`config.mk`:
```
export PLATFORM = sky130hd
export DESIGN_NAME = mem_access_ctrl
export DESIGN_NICKNAME = d
export VERILOG_FILES = /design/src/rtl/mem_access_ctrl.sv
export SDC_FILE = /design/constraint.sdc
export NUM_CORES = 1
export LEC_CHECK = 0
export ABC_AREA = 1
export CAP_MARGIN = 5
export CORE_ASPECT_RATIO = 1.2
export CORE_MARGIN = 4
export CORE_UTILIZATION = 48
export DETAILED_ROUTE_END_ITERATION = 8
export GPL_ROUTABILITY_DRIVEN = 0
export MAX_ROUTING_LAYER = met4
export PLACE_DENSITY = 0.88
export SETUP_SLACK_MARGIN = 0.05
export SYNTH_ARGS = -nofsm -noshare
export SYNTH_HDL_FRONTEND = slang
export SYNTH_SLANG_ARGS = --single-unit
export TNS_END_PERCENT = 5
```
`constraint.sdc`:
```
create_clock -name clk -period 3 [get_ports clk]
set_input_delay 0.6 -clock clk [delete_from_list [all_inputs] [get_ports clk]]
set_output_delay 0.6 -clock clk [all_outputs]
set_load 0.03 [all_outputs]
```
`src/rtl/mem_access_ctrl.sv`:
```
// MEM-stage data-memory access sequencer: aligns address, builds byte enables, extends load data.
// Latency: 3 cycles (IDLE, BUSY, DONE) with zero-wait ack; BUSY stretches with memory wait states.
// Backpressure: pipe_stall holds the pipeline while a request is pending; mem_req is held until mem_ack.
module mem_access_ctrl #(
    parameter int ADDR_W   = 32,
    parameter int DATA_W   = 32,
    parameter int MAX_WAIT = 15
) (
    input  logic              clk,
    input  logic              rst_n,
    input  logic              is_load,
    input  logic              is_store,
    input  logic [ADDR_W-1:0] addr,
    input  logic [31:0]       wdata,
    input  logic [1:0]        ex_type,
    input  logic              unsigned_ld,
    output logic              pipe_stall,
    output logic [31:0]       rdata_o,
    output logic              rdata_valid,
    output logic              err_o,
    output logic [1:0]        err_code,
    output logic              mem_req,
    output logic              mem_we,
    output logic [3:0]        mem_be,
    output logic [ADDR_W-1:0] mem_addr,
    output logic [31:0]       mem_wdata,
    input  logic              mem_ack,
    input  logic [31:0]       mem_rdata
);

    typedef enum logic [1:0] {
        S_IDLE = 2'b00,
        S_BUSY = 2'b01,
        S_DONE = 2'b10,
        S_ERR  = 2'b11
    } state_t;

    localparam logic [1:0] ERR_MISALIGN = 2'b01;
    localparam logic [1:0] ERR_TIMEOUT  = 2'b10;
    localparam logic [7:0] LAST_WAIT    = 8'(MAX_WAIT - 1);

    state_t              r_state;
    logic [7:0]          r_cnt;
    logic [1:0]          r_off;
    logic [1:0]          r_type;
    logic                r_uns;
    logic                r_we;
    logic                r_mem_req;
    logic [3:0]          r_mem_be;
    logic [ADDR_W-1:0]   r_mem_addr;
    logic [31:0]         r_mem_wdata;
    logic [31:0]         r_rdata;
    logic                r_rdata_vld;
    logic                r_err;
    logic [1:0]          r_err_code;

    logic                w_req;
    logic                w_misaligned;
    logic [3:0]          w_be;
    logic [31:0]         w_wdata_rep;
    logic [7:0]          w_lane8;
    logic [15:0]         w_lane16;
    logic [31:0]         w_ld_ext;

    assign w_req = is_load | is_store;

    // Alignment check on the incoming access; type 11 behaves like a word
    always_comb begin
        w_misaligned = 1'b0;
        case (ex_type)
            2'b00:   w_misaligned = 1'b0;
            2'b01:   w_misaligned = addr[0];
            default: w_misaligned = (addr[1:0] != 2'b00);
        endcase
    end

    // Byte enables and lane-replicated store data for the incoming access
    always_comb begin
        w_be        = 4'b1111;
        w_wdata_rep = wdata;
        case (ex_type)
            2'b00: begin
                w_be        = 4'b0001 << addr[1:0];
                w_wdata_rep = {4{wdata[7:0]}};
            end
            2'b01: begin
                w_be        = addr[1] ? 4'b1100 : 4'b0011;
                w_wdata_rep = {2{wdata[15:0]}};
            end
            default: begin
                w_be        = 4'b1111;
                w_wdata_rep = wdata;
            end
        endcase
    end

    // Pick the addressed lane out of the returned word using the captured offset
    always_comb begin
        w_lane8 = mem_rdata[7:0];
        case (r_off)
            2'b00: w_lane8 = mem_rdata[7:0];
            2'b01: w_lane8 = mem_rdata[15:8];
            2'b10: w_lane8 = mem_rdata[23:16];
            2'b11: w_lane8 = mem_rdata[31:24];
        endcase
        w_lane16 = r_off[1] ? mem_rdata[31:16] : mem_rdata[15:0];
    end

    // Sign- or zero-extend the selected lane to a full word
    always_comb begin
        w_ld_ext = mem_rdata;
        case (r_type)
            2'b00:   w_ld_ext = {{24{~r_uns & w_lane8[7]}}, w_lane8};
            2'b01:   w_ld_ext = {{16{~r_uns & w_lane16[15]}}, w_lane16};
            default: w_ld_ext = mem_rdata;
        endcase
    end

    // Stall while a new request is being accepted or the memory is outstanding;
    // gated by reset so a held instruction cannot stall a design in reset.
    assign pipe_stall = rst_n & (((r_state == S_IDLE) & w_req) | (r_state == S_BUSY));

    // Access sequencer: captures the request, waits for ack or timeout, reports result
    always_ff @(posedge clk or negedge rst_n) begin
        if (!rst_n) begin
            r_state     <= S_IDLE;
            r_cnt       <= 8'd0;
            r_off       <= 2'b00;
            r_type      <= 2'b00;
            r_uns       <= 1'b0;
            r_we        <= 1'b0;
            r_mem_req   <= 1'b0;
            r_mem_be    <= 4'b0000;
            r_mem_addr  <= '0;
            r_mem_wdata <= 32'd0;
            r_rdata     <= 32'd0;
            r_rdata_vld <= 1'b0;
            r_err       <= 1'b0;
            r_err_code  <= 2'b00;
        end else begin
            r_rdata_vld <= 1'b0;
            r_err       <= 1'b0;
            case (r_state)
                S_IDLE: begin
                    if (w_req) begin
                        if (w_misaligned) begin
                            r_err_code <= ERR_MISALIGN;
                            r_err      <= 1'b1;
                            r_state    <= S_ERR;
                        end else begin
                            r_off       <= addr[1:0];
                            r_type      <= ex_type;
                            r_uns       <= unsigned_ld;
                            r_we        <= is_store;
                            r_mem_addr  <= {addr[ADDR_W-1:2], 2'b00};
                            r_mem_be    <= w_be;
                            r_mem_wdata <= w_wdata_rep;
                            r_mem_req   <= 1'b1;
                            r_cnt       <= 8'd0;
                            r_state     <= S_BUSY;
                        end
                    end
                end
                S_BUSY: begin
                    if (mem_ack) begin
                        r_mem_req <= 1'b0;
                        if (!r_we) begin
                            r_rdata     <= w_ld_ext;
                            r_rdata_vld <= 1'b1;
                        end
                        r_state <= S_DONE;
                    end else if (r_cnt == LAST_WAIT) begin
                        r_mem_req  <= 1'b0;
                        r_err_code <= ERR_TIMEOUT;
                        r_err      <= 1'b1;
                        r_state    <= S_ERR;
                    end else begin
                        r_cnt <= r_cnt + 8'd1;
                    end
                end
                S_DONE:  r_state <= S_IDLE;
                S_ERR:   r_state <= S_IDLE;
                default: r_state <= S_IDLE;
            endcase
        end
    end

    assign mem_req     = r_mem_req;
    assign mem_we      = r_we;
    assign mem_be      = r_mem_be;
    assign mem_addr    = r_mem_addr;
    assign mem_wdata   = r_mem_wdata;
    assign rdata_o     = r_rdata;
    assign rdata_valid = r_rdata_vld;
    assign err_o       = r_err;
    assign err_code    = r_err_code;

endmodule

```
==> flow_summary.toml <==
[cells_and_area]
area_growth_pct = 50.1
stdcell_area_um2 = 8440
n_fill_cell = 864
layout-drive-gt1-share_pct = 6.67
multi_input_area_um2 = 2330
antenna_cells = 0
seq_area_um2 = 2980
fin_nets = 1022

[yosys]
synth_cell_types = 31
synthTopCellsByCount = "nand2_1 (285), dfrtp_1 (119), a21oi_1 (73)"
netlist_instances = 713
syn_avg_cell_area_um2 = 7.89
synth.area.top_cells = "dfrtp_1 (53%), nand2_1 (19%), a21oi_1 (6.5%), nor2_1 (3.7%), o21ai_0 (3.3%)"
ys_seq_area_share_pct = 53.0
netlist_area_um2 = 5620
synth_top_area_share_pct = 53.0
ys_warn_count = 0
ys_ff_latch = 119
yosysMostFrequentCell = "nand2_1"
yosys.area.top_type = "dfrtp_1"
synth_enable_flop_cells = 0
synthArstFlopShare_pct = 100
synth_ff_type = "dfrtp_1"

[setup_path]
crit_chain = "clkdlybuf4s50_1 -> inv_1 -> nand2_1 -> nand2_1 -> a21boi_0 -> buf_12"
cp-start-kind = "input port"
cp.required_ns = 2.40
cpMostUsedCell = "nand2_1"
reg2reg_from = "r_type[1]"
cp_max_fo = 3
slowest_delay_ns = 0.45
endpoint_kind = "primary output"
critPathSlowestCell = "clkdlybuf4s50_1"
worstRegToRegCells = 5
reg2reg_slack_ns = 0.83
crit_type = "input port to primary output"
worstPathArrival_ns = 1.80
timing.rr.end = "rdata_o[0]"

[pwr]
switchingPower_uw = 4030
p_per_area_nw_per_um2 = 1140
p_leak_uw = 0.00400
p_int_uw = 5560
switching_share_pct = 42.0
vdd_ir_drop_max_v = 0.000743
pwr-share-seq_pct = 29.3
clock_power_share_pct = 22.7
power_frac_comb_pct = 48.0

[clock_network]
clk_path_buf_depth = 2
clock_latency_ns = 0.41
clockRootBuffer = "clkbuf_16"
htree_levels = 4
holdBufCountCts = 0
cts_resized = 0
cts_made_buffers = 17
clkSinkCount = 119
post_cts.repair.setup_buffers = 0
cts_tree = "done"
clkTransAtPathRegs_ns = 0.05

[flow_run]
drv_cap = 0

[detailed_routing]
wl_mm = 17.6
drc_errors = 0
first_iter_violations = 287
viasPerCell = 5.22
wl_per_cell_um = 16.2
vias = 5673
drtPass1Iterations = 6
antenna_left = 0

[grt]
antenna_found_initial = 0
grt_start_max_net_pins = 61
grt_pass1_vias = 5685
grt.busiest_layer = "met2"
grt_pass1_wl_mm = 28.0
overflow = 0
met3_usage_pct = 8.40
use_met2_pct = 44.7
grt.total_usage_pct = 27.2
use_met1_pct = 31.0

[timing]
rsz0062_at_grt = "no"
skew_ns = 0.00738
finalCriticalPeriod_ns = 2.40
finalHoldViolCount = 0
tightest_slew_ns = 0.828
setup_ws_ns = 0.604
period_share_pct = 79.9
max_freq_mhz = 417
max_slew_margin_pct = 44.8
setup-violations-final = 0
setup_tns_ns = 0
final_max_slew_viol_count = 0

[die]
placement_rows = 43
core_um2 = 11500
start_util_pct = 48.8
io_pins = 211
chipHeight_um = 127
dieArea_um2 = 13500
die_w_um = 107

[hold_path]
hold_path.class = "input port to async pin"

[placed_design]
hpwl_mm = 12.8
dpl-instance-area_um2 = 7800
pre_cts_ws_ns = 0.468
portBuffers = 208

[status]
status = "finished clean"
state kept, by name, indices dropped and copies added (netlist names):
signal	cells
mem_be	4
mem_req	1
rdata_valid	1
mem_wdata	32
mem_addr	30
r_type	2
r_state	2
err_o	1
r_cnt	8
r_uns	1
r_off	2
err_code	2
rdata_o	32
mem_we	1
stage by stage:
stage	std cells	power (uW)	util [%]	hold WS, ns
2_1_floorplan	714	5450	-	0.304
3_3_place_gp	1054	7310	67.8	0.451
3_5_place_dp	1054	7410	67.8	0.462
4_1_cts	1086	9630	73.3	0.380
5_1_grt	1086	10100	73.3	0.411
6_report	1086	9590	73.3	0.356
area by class of cell:
| cell class | instances | share of cell area [%] |
|---|---|---|
| Inverter | 27 | 1.26 |
| Tap cell | 157 | 2.33 |
| Clock inverter | 9 | 1.72 |
| Timing Repair Buffer | 220 | 26.0 |
| Sequential cell | 119 | 35.3 |
| Clock buffer | 23 | 5.78 |
| Multi-Input combinational cell | 531 | 27.6 |
cells in the final DEF, fill, tap and decap left out, drive strengths merged:
| cell | synthesis | final |
|---|---|---|
| conb | 1 | 2 |
| nor3 | 2 | 2 |
| or2 | 2 | 2 |
| buf | 28 | 14 |
| nand3 | 29 | 29 |
| nand4 | 2 | 2 |
| clkdlybuf4s50 | 0 | 206 |
| nand2 | 288 | 288 |
| a31oi | 2 | 2 |
| o22ai | 1 | 1 |
| o21ai | 48 | 48 |
| dfrtp | 119 | 119 |
| a21boi | 12 | 12 |
| o21a | 1 | 1 |
| ha | 2 | 2 |
| clkbuf | 9 | 23 |
| a211oi | 2 | 2 |
| a21oi | 73 | 73 |
| bufinv | 0 | 4 |
| xor2 | 4 | 4 |
| clkinv | 1 | 6 |
| inv | 26 | 26 |
| nor2 | 61 | 61 |
metal layers:
layer  wire (um)  share of wire (%)
met5           0                  0
met4         650                3.7
met3        1570                8.9
met2        8800                 50
met1        6530                 37
worst max path at each step:
stage,startpoint,endpoint,cells past startpoint
after floorplan,is_store,pipe_stall,4
after global placement,ex_type[1],mem_we,9
after detailed placement,ex_type[1],mem_wdata[17],9
after CTS,is_store,pipe_stall,6
after global routing,is_store,pipe_stall,6
final,is_store,pipe_stall,6
worst max-delay path: cells and delay by family:
| kind | cells | cell delay [ns] |
|---|---|---|
| AND/OR/NAND/NOR | 2 | 0.19 |
| AO/OA/AOI/OAI | 1 | 0.34 |
| buffers and inverters | 3 | 0.67 |
cell families (layout without fill, tap and decap cells):
| group | count (synthesis) | count (layout) | share of synthesized area [%] |
|---|---|---|---|
| AO/OA/AOI/OAI | 139 | 139 | 13.1 |
| XOR/XNOR | 4 | 4 | 0.623 |
| adder cells (fa/ha/maj) | 2 | 2 | 0.445 |
| buffers and inverters | 64 | 279 | 5.63 |
| flip-flops | 119 | 119 | 53.0 |
| other | 1 | 2 | 0.0667 |
| AND/OR/NAND/NOR | 384 | 384 | 27.2 |
power by group through the flow:
| stage | registers, uW | clock network [uW] | logic (uW) |
|---|---|---|---|
| 2_1_floorplan | 3980 | 0 | 1470 |
| 3_3_place_gp | 2800 | 0 | 4510 |
| 3_5_place_dp | 2810 | 0 | 4600 |
| 4_1_cts | 2810 | 2190 | 4630 |
| 5_1_grt | 2910 | 2280 | 4950 |
| 6_report | 2810 | 2170 | 4600 |
Power figures use the tool's default switching activity.
